**src/rtl/uart_img_loader_if.sv**
```systemverilog
// Byte-in / pixel-out bundle of the UART image loader.
// master = byte source plus frame-buffer/status observer, slave = the loader itself.
interface uart_img_loader_if #(
  parameter int ADDR_W = 14
);
  logic              ld_en;
  logic [7:0]        rx_data;
  logic              rx_ready;
  logic              wr_en;
  logic [ADDR_W-1:0] wr_addr;
  logic [15:0]       wr_data;
  logic              busy;
  logic              frame_done;
  logic              frame_err;

  modport master (
    output ld_en, rx_data, rx_ready,
    input  wr_en, wr_addr, wr_data, busy, frame_done, frame_err
  );

  modport slave (
    input  ld_en, rx_data, rx_ready,
    output wr_en, wr_addr, wr_data, busy, frame_done, frame_err
  );
endinterface

```
**src/rtl/uart_img_loader.sv**
```systemverilog
// UART image loader: hunts a 2-byte sync header, then packs byte pairs
// (high byte first) into RGB565 pixels written sequentially to the frame buffer.
module uart_img_loader #(
  parameter int         IMG_W       = 128,
  parameter int         IMG_H       = 128,
  parameter int         ADDR_W      = 14,
  parameter logic [7:0] SYNC_B0     = 8'hA5,
  parameter logic [7:0] SYNC_B1     = 8'h5A,
  parameter int         TIMEOUT_CYC = 100000
) (
  input logic             clk,
  input logic             clr,
  uart_img_loader_if.slave bus
);
  localparam int                NPIX     = IMG_W * IMG_H;
  localparam int                TW       = (TIMEOUT_CYC > 1) ? $clog2(TIMEOUT_CYC) : 1;
  localparam logic [ADDR_W-1:0] LAST     = ADDR_W'(NPIX - 1);
  localparam logic [TW-1:0]     TMO_LAST = TW'(TIMEOUT_CYC - 1);

  typedef enum logic [1:0] {HUNT0, HUNT1, PIX_HI, PIX_LO} state_t;

  state_t            state, state_n;
  logic              rx_ready_d, armed, byte_stb, tmo_hit;
  logic [7:0]        hi_q;
  logic [TW-1:0]     tmo_cnt;
  logic [ADDR_W-1:0] idx;
  logic              do_wr, do_err, do_done, ld_hi, idx_clr;

  // A rising edge only counts once rx_ready has been seen low after reset,
  // so a level already high when reset releases is not taken as a byte.
  assign byte_stb = bus.rx_ready & ~rx_ready_d & armed;
  assign tmo_hit  = (tmo_cnt == TMO_LAST);
  assign bus.busy = (state == PIX_HI) || (state == PIX_LO);

  // rx_ready edge detector and post-reset arming
  always_ff @(posedge clk or negedge clr) begin
    if (!clr) begin
      rx_ready_d <= 1'b0;
      armed      <= 1'b0;
    end else begin
      rx_ready_d <= bus.rx_ready;
      if (!bus.rx_ready) armed <= 1'b1;
    end
  end

  // state register
  always_ff @(posedge clk or negedge clr) begin
    if (!clr) state <= HUNT0;
    else      state <= state_n;
  end

  // next state and datapath controls; abort beats a byte, a byte beats timeout
  always_comb begin
    state_n = state;
    do_wr   = 1'b0;
    do_err  = 1'b0;
    do_done = 1'b0;
    ld_hi   = 1'b0;
    idx_clr = 1'b0;
    if (state == HUNT0) begin
      if (byte_stb && bus.ld_en && bus.rx_data == SYNC_B0) state_n = HUNT1;
    end else if (!bus.ld_en) begin
      state_n = HUNT0;
      do_err  = 1'b1;
      idx_clr = 1'b1;
    end else if (byte_stb) begin
      unique case (state)
        HUNT1: begin
          if (bus.rx_data == SYNC_B1) begin
            state_n = PIX_HI;
            idx_clr = 1'b1;
          end else if (bus.rx_data != SYNC_B0) begin
            state_n = HUNT0;
          end
        end
        PIX_HI: begin
          ld_hi   = 1'b1;
          state_n = PIX_LO;
        end
        PIX_LO: begin
          do_wr = 1'b1;
          if (idx == LAST) begin
            do_done = 1'b1;
            state_n = HUNT0;
          end else begin
            state_n = PIX_HI;
          end
        end
        default: state_n = HUNT0;
      endcase
    end else if (tmo_hit) begin
      state_n = HUNT0;
      do_err  = 1'b1;
      idx_clr = 1'b1;
    end
  end

  // pixel assembly, write port, status pulses, index and timeout counter
  always_ff @(posedge clk or negedge clr) begin
    if (!clr) begin
      bus.wr_en      <= 1'b0;
      bus.wr_addr    <= '0;
      bus.wr_data    <= '0;
      bus.frame_done <= 1'b0;
      bus.frame_err  <= 1'b0;
      hi_q           <= '0;
      idx            <= '0;
      tmo_cnt        <= '0;
    end else begin
      bus.wr_en      <= do_wr;
      bus.frame_done <= do_done;
      bus.frame_err  <= do_err;
      if (ld_hi) hi_q <= bus.rx_data;
      if (do_wr) begin
        bus.wr_addr <= idx;
        bus.wr_data <= {hi_q, bus.rx_data};
      end
      if (idx_clr || do_done) idx <= '0;
      else if (do_wr)         idx <= idx + 1'b1;
      if (byte_stb || state == HUNT0) tmo_cnt <= '0;
      else                            tmo_cnt <= tmo_cnt + 1'b1;
    end
  end
endmodule

```
**src/flat_wrapper.sv**
```systemverilog
// flat-port wrapper written by rule: the top's interface ports become plain ports
module uart_img_loader_flat 
#(
  parameter int         IMG_W       = 128,
  parameter int         IMG_H       = 128,
  parameter int         ADDR_W      = 14,
  parameter logic [7:0] SYNC_B0     = 8'hA5,
  parameter logic [7:0] SYNC_B1     = 8'h5A,
  parameter int         TIMEOUT_CYC = 100000
)
  (clk, clr, bus_ld_en, bus_rx_data, bus_rx_ready, bus_wr_en, bus_wr_addr, bus_wr_data, bus_busy, bus_frame_done, bus_frame_err);
  uart_img_loader_if #(.ADDR_W(ADDR_W)) bus_i ();
  input logic clk;
  input logic clr;
  input wire logic [$bits(bus_i.ld_en)-1:0] bus_ld_en;
  input wire logic [$bits(bus_i.rx_data)-1:0] bus_rx_data;
  input wire logic [$bits(bus_i.rx_ready)-1:0] bus_rx_ready;
  output wire logic [$bits(bus_i.wr_en)-1:0] bus_wr_en;
  output wire logic [$bits(bus_i.wr_addr)-1:0] bus_wr_addr;
  output wire logic [$bits(bus_i.wr_data)-1:0] bus_wr_data;
  output wire logic [$bits(bus_i.busy)-1:0] bus_busy;
  output wire logic [$bits(bus_i.frame_done)-1:0] bus_frame_done;
  output wire logic [$bits(bus_i.frame_err)-1:0] bus_frame_err;
  assign bus_i.ld_en = bus_ld_en;
  assign bus_i.rx_data = bus_rx_data;
  assign bus_i.rx_ready = bus_rx_ready;
  assign bus_wr_en = bus_i.wr_en;
  assign bus_wr_addr = bus_i.wr_addr;
  assign bus_wr_data = bus_i.wr_data;
  assign bus_busy = bus_i.busy;
  assign bus_frame_done = bus_i.frame_done;
  assign bus_frame_err = bus_i.frame_err;
  uart_img_loader #(.IMG_W(IMG_W), .IMG_H(IMG_H), .ADDR_W(ADDR_W), .SYNC_B0(SYNC_B0), .SYNC_B1(SYNC_B1), .TIMEOUT_CYC(TIMEOUT_CYC)) u_core (.clk(clk), .clr(clr), .bus(bus_i));
endmodule
```
**config.mk**
```make
export PLATFORM = sky130hd
export DESIGN_NAME = uart_img_loader_flat
export DESIGN_NICKNAME = d
export VERILOG_FILES = /design/src/rtl/uart_img_loader_if.sv /design/src/rtl/uart_img_loader.sv /design/src/flat_wrapper.sv
export SDC_FILE = /design/constraint.sdc
export NUM_CORES = 1
export LEC_CHECK = 0
export CAP_MARGIN = 25
export CORE_ASPECT_RATIO = 1.4
export CORE_UTILIZATION = 49
export DETAILED_ROUTE_END_ITERATION = 10
export HOLD_SLACK_MARGIN = 0.1
export PLACE_DENSITY = 0.75
export SLEW_MARGIN = 5
export SYNTH_ARGS = -nofsm -noshare
export SYNTH_HDL_FRONTEND = slang
export SYNTH_SLANG_ARGS = --single-unit
export TNS_END_PERCENT = 30
```
**constraint.sdc**
```tcl
create_clock -name clk -period 1.8 [get_ports clk]
set_input_delay 0.18 -clock clk [delete_from_list [all_inputs] [get_ports clk]]
set_output_delay 0.18 -clock clk [all_outputs]
set_load 0.1 [all_outputs]
```
==> impl_metrics.yaml, run 1 <==
critical_path:
  arrival_ns: 2.09
  crit_buf_inv: 0
  crit_type: "register to register"
  worstRegToRegCells: 4
  start_kind: "register"
  crit_family: "compound AO/OA/AOI/OAI gates"
  crit_required_ns: 2.01
  r2r_slack_ns: -0.09
  cp_slowest_stage_delay_ns: 0.53
  crit_slowest_cell: "or4b_4"
  endpoint_kind: "register"
  r2r-end: "u_core.idx[1]"
  worstPathMaxFanout: 8
  crit_start: "u_core.tmo_cnt[8]"
  path_cells: "or4b_4, o41ai_4, o211a_4, nor3_1"
  r2r-start: "u_core.tmo_cnt[8]"
synth:
  ys_warn_count: 0
  synth_fa_ha_area_share_pct: 0.744
  netlist_instances: 278
  synth-simple-area-share_pct: 16.7
  synth_cell_type_count: 39
  seq_area_frac_synth_pct: 56.5
  synth_compound_area_share_pct: 6.85
  synth-xor-area-share_pct: 4.17
  synth_mux_area_share_pct: 13.0
  avgSynthCellArea_um2: 12.1
  mappedNetlistNets: 292
  syn-cell-area_um2: 3360
  synth_seq_cells: 76
  synth_top_family_by_area: "simple AND/OR/NAND/NOR gates"
pwr:
  netSwitchingFraction_pct: 21.0
  leakagePower_nw: 2.16
  p_switching_mw: 0.667
  power_frac_comb_pct: 3.7
  p_per_area_nw_per_um2: 689
  power_mw: 3.18
  internal-power_mw: 2.51
  pwr-share-clk_pct: 42.5
  pwr-share-seq_pct: 53.8
  vdd_drop_max_mv: 0.439
timing:
  hold_viol_final: 0
  fin_crit_sh_pct: 105
  fmax_ghz: 0.530
  finalWorstSetupSlack_ns: -0.0860
  setup-violations-final: 15
  worst_pin_slew_ns: 0.408
  holdWs_ns: 0.299
  rsz0062_at_grt: "true"
  slew_violations: 0
  slew_headroom_pct: 72.7
  skew_ns: 0.00995
  fin_crit_ns: 1.89
run_status:
  violations: "setup timing"
  outcome: "complete, but fails checks"
cts:
  numCtsBuffers: 9
  cts_tree: "done"
  cts-root-buf: "clkbuf_8"
  clock_sinks: 76
  clock_path_buffers: 2
  htree_levels: 3
  worstSkewPairLatency_ns: 0.35
  clk_pin_slew_ns: 0.08
global_route:
  grt-ovfl-total: 0
  grt_pass1_vias: 2556
  grt_first_pass_wirelength_um: 11800
  antenna_found_initial: 0
  grt_max_degree: 48
  grtUsageTotal_pct: 21.3
die:
  core_area_um2: 6610
  die_w_um: 72.0
  start_util_pct: 50.9
  dieArea_um2: 7200
  rows: 35
  die_h_um: 100
  num_io_pins: 46
cells_and_area:
  final_layout_size_suffix_gt1_share_pct: 43.2
  ff_latch_area_um2: 1900
  fin_util_pct: 69.7
  final_cells: 483
  areaGrowthSynthToFinish_pct: 37.0
  layout_commonest_cell: "buf_4"
  final_cell_mix: "93 x buf_4, 76 x dfrtp_1, 38 x mux2_2, 16 x nand2_1, 15 x nor2_1"
  diodes: 0
  multiInputGateArea_um2: 1490
  fillCellCount: 489
  fin_nets: 401
placed_design:
  port_buffers: 45
  hpwl_um: 5060
  place_congestion: 0.811
  place_inst: 461
drt:
  drtAntennaViolNets: 0
  drt-pass1-iter-count: 4
  routedWlPerCell_um: 14.9
  vias: 2568
  drt_iter0_markers: 125
  drt-vias-per-instance: 5.32
  drc: 0
  drt-total-wl_um: 7190
flow_run:
  cap_violations: 0
hold_path:
  hold_path.class: "input port to asynchronous set/reset pin"
## how the worst max path moves through the flow
stage                      to  slack [ns]  cells past startpoint
3_5_place_dp    u_core.idx[1]       -0.44                      5
6_report        u_core.idx[1]       -0.09                      4
4_1_cts         u_core.idx[1]       -0.08                      4
5_1_grt         u_core.idx[8]       -0.16                      5
3_3_place_gp    u_core.idx[5]       -0.37                      5
2_1_floorplan  u_core.idx[11]       -0.05                      5
## cell usage after synthesis (all sizes together)
cell type	count	area (um2)
nand3b	1	7.51
a21oi	5	25.0
o21a	1	7.51
nand3	10	50.1
buf	6	32.5
o22ai	1	6.26
o31ai	2	15.0
and2	2	12.5
o21bai	1	7.51
mux2	38	428
nand4b	1	23.8
o211a	1	17.5
nand4	8	50.1
mux2i	1	10.0
nor4	4	25.0
nor3	10	50.1
xnor2	9	78.8
inv	4	15.0
dfrtp	76	1900
o21ai	12	60.1
clkbuf	5	18.8
or4b	2	20.0
nand2	17	63.8
a32oi	2	17.5
nor4bb	1	10.0
xor2	7	61.3
ha	2	25.0
nand2b	1	6.26
nor2	16	60.1
or3	12	75.1
a211oi	7	57.6
and4b	1	10.0
o41ai	1	16.3
or4bb	3	33.8
and4	3	26.3
or4	5	37.5
## sequential cells by signal, summed over array words and instances (netlist names)
| signal | count |
|---|---|
| u_core.armed | 1 |
| u_core.bus.frame_err | 1 |
| u_core.state | 2 |
| u_core.tmo_cnt | 17 |
| u_core.rx_ready_d | 1 |
| u_core.idx | 14 |
| u_core.bus.wr_data | 16 |
| u_core.bus.frame_done | 1 |
| u_core.bus.wr_en | 1 |
| u_core.bus.wr_addr | 14 |
| u_core.hi_q | 8 |
## power groups by stage
stage | Combinational, mW | Sequential (mW) | Clock (mW)
2_1_floorplan | 0.0152 | 1.74 | 0
3_3_place_gp | 0.114 | 1.74 | 0
3_5_place_dp | 0.115 | 1.74 | 0
4_1_cts | 0.118 | 1.71 | 1.38
5_1_grt | 0.129 | 1.71 | 1.46
6_report | 0.116 | 1.71 | 1.35
## stage by stage
step                area [um2]  TNS [ns]  worst slack, ns
global placement          4280     -9.48           -0.366
CTS                       4550    -0.795          -0.0769
finish                    4610     -1.04          -0.0860
floorplan                 3390    -0.549          -0.0527
detailed placement        4280    -10.51           -0.440
global route              4610     -2.08           -0.165
## logic make-up after synthesis
| group | Yosys count |
|---|---|
| and+or+nand+nor | 97 |
| DFF | 76 |
| muxes | 39 |
| AOI/OAI and AO/OA | 33 |
| xor gates and xnor gates | 16 |
| buffers and inverters | 15 |
| adders and majority gates | 2 |
## layer usage
layer  GRT usage, %  share of wire (%)  vias up
li1               -                  -     1246
met1           25.1                 42     1276
met2           37.2                 54       36
met3           4.52                2.6       10
met4           9.35                1.6        0
met5              0                  0        -
## area by class of cell
cell class | instances | share of cell area, %
clock buffers | 12 | 3.58
clock inverters | 3 | 0.978
inverters | 4 | 0.326
multi-input cells | 188 | 32.2
flip-flops and latches | 76 | 41.3
well taps | 92 | 2.50
repair buffers | 108 | 19.1
## repair_timing
action                                  CTS  global route
pin swaps                                 5             4
gates cloned                              1             0
endpoints found under the setup margin   15            21
gates resized for setup                   5             9
setup buffers                             1             4
endpoints found under the hold margin    29             0
hold buffers                              1             0
(Power assumes the default switching activity.)
==> inputs of run 2 (changes only) <==
CORE_UTILIZATION = 51   (was 49)
CTS_BUF_LIST = sky130_fd_sc_hd__clkbuf_8   (was not set)
PLACE_DENSITY = 0.78   (was 0.75)
==> impl_metrics.yaml, run 2 (synthesis gave the netlist of run 1 again) <==
timing:
  skew_ns: 0.00740
  fin_crit_sh_pct: 107
  hold_viol_final: 0
  worst_pin_slew_ns: 0.591
  finalWorstSetupSlack_ns: -0.118
  setup-violations-final: 15
  rsz0062_at_grt: "true"
  fmax_ghz: 0.521
  fin_crit_ns: 1.92
  slew_headroom_pct: 60.6
  tns_ns: -1.44
  slew_violations: 0
  holdWs_ns: 0.387
critical_path:
  start_kind: "register"
  endpoint_kind: "register"
  crit_type: "register to register"
  crit_required_ns: 2.01
  worstPathMaxFanout: 8
  arrival_ns: 2.12
pwr:
  leakagePower_nw: 2.14
  p_per_area_nw_per_um2: 710
  vdd_drop_max_mv: 0.566
drt:
  routedWlPerCell_um: 16.0
  drc: 4
  drt-vias-per-instance: 5.64
  drtAntennaViolNets: 0
  drt_iter0_markers: 143
  drt-pass1-iter-count: 7
  vias: 2591
  drt-total-wl_um: 7340
global_route:
  grt_first_pass_wirelength_um: 12400
  grt_pass1_vias: 2786
  grt_max_degree: 48
  grtUsageTotal_pct: 23.2
  antenna_found_initial: 0
  grt-ovfl-total: 0
cts:
  htree_levels: 3
  clk_pin_slew_ns: 0.08
  cts_setup_buffers: 0
  numCtsBuffers: 9
  cts_tree: "done"
  clock_sinks: 76
  worstSkewPairLatency_ns: 0.34
  clock_path_buffers: 2
  cts-root-buf: "clkbuf_8"
run_status:
  violations: "DRC, setup timing"
  outcome: "complete, but fails checks"
flow_run:
  cap_violations: 0
cells_and_area:
  fin_nets: 396
  diodes: 0
  final_cell_mix: "89 x buf_4, 76 x dfrtp_1, 38 x mux2_2, 17 x nand2_1, 15 x nor2_1"
  areaGrowthSynthToFinish_pct: 34.7
  layout_commonest_cell: "buf_4"
  regMostFlops: "u_core.tmo_cnt"
  final_layout_size_suffix_gt1_share_pct: 41.9
  top_regs: "u_core.tmo_cnt (17), u_core.bus.wr_data (16)"
  largest_reg_flops: 17
die:
  core_area_um2: 6300
  dieArea_um2: 6930
  rows: 34
  die_w_um: 70.6
  num_io_pins: 46
  start_util_pct: 53.4
  die_h_um: 98.1
placed_design:
  hpwl_um: 5250
  place_congestion: 0.805
  post-place-ws_ns: -0.451
  port_buffers: 45
hold_path:
  hold_path.class: "input port to asynchronous set/reset pin"
==> run 2: cell types whose count changed in the layout (fill, tap and decap cells not counted), sizes merged <==
cell      delta
bufinv       +1
clkinv       +4
clkbuf       -3
buf          -5
clkinvlp     -1
==> run 2: cell type report <==
| cell class | instances | area, um2 |
|---|---|---|
| clock buffer | 9 | 124 |
| clock inverter | 7 | 91.3 |
| fill | 435 | 1770 |
| inverter | 4 | 15.0 |
| multi-input combinational | 188 | 1470 |
| sequential | 76 | 1900 |
| tap | 72 | 90.1 |
| timing repair buffer | 103 | 838 |
==> run 2: power breakdown <==
part	switching, mW	leakage [nW]	total, mW	internal, mW
Combinational	0.0627	0.981	0.114	0.0512
Sequential	0.00112	1.05	1.71	1.71
Clock	0.619	0.109	1.39	0.775
Total	0.683	2.14	3.22	2.53
==> run 2: what timing repair did <==
action | CTS | global route
cloned | 1 | 0
pin swaps | 3 | 4
hold buffers | 1 | 0
setup endpoints to repair | 15 | 18
resized for setup | 5 | 5
endpoints found under the hold margin | 43 | 0
==> run 2: metal layers <==
layer / wire length [um] / track usage [%] / part of all wire, % / vias to the layer above
met1: 2940 / 24.9 / 40 / 1295
met3: 217 / 5.06 / 3.0 / 21
met4: 182 / 10.8 / 2.5 / 0
met5: 0 / 0 / 0 / -
met2: 4000 / 42.7 / 54 / 47
li1: - / - / - / 1228
==> run 2: final timing paths <==
check	from	to	slack (ns)	depth (start not counted)
setup reg to reg	u_core.tmo_cnt[11]	u_core.idx[5]	-0.12	4
min in group clk	u_core.hi_q[6]	u_core.hi_q[6]	0.51	1
max in group asynchronous	clr	u_core.bus.wr_data[7]	0.85	3
setup / recovery	u_core.tmo_cnt[11]	u_core.idx[5]	-0.12	4
hold / removal	clr	u_core.bus.wr_data[6]	0.39	2
hold reg to reg	u_core.hi_q[6]	u_core.hi_q[6]	0.51	1
==> run 2: metrics by stage <==
step / util (%) / cell area [um2] / instances / power [mW]
finish: 71.9 / 4530 / 459 / 3.22
global placement: 67.6 / 4250 / 441 / 1.85
floorplan: - / 3390 / 278 / 1.76
detailed placement: 67.6 / 4250 / 441 / 1.86
global route: 71.9 / 4530 / 459 / 3.33
CTS: 71.7 / 4520 / 459 / 3.24
==> run 2: worst max-delay path: stages, from the launching register on <==
cell and delay (ns):
dfrtp_1 0.38, or4b_4 0.56, o41ai_4 0.46, o211a_4 0.30, nor3_1 0.08
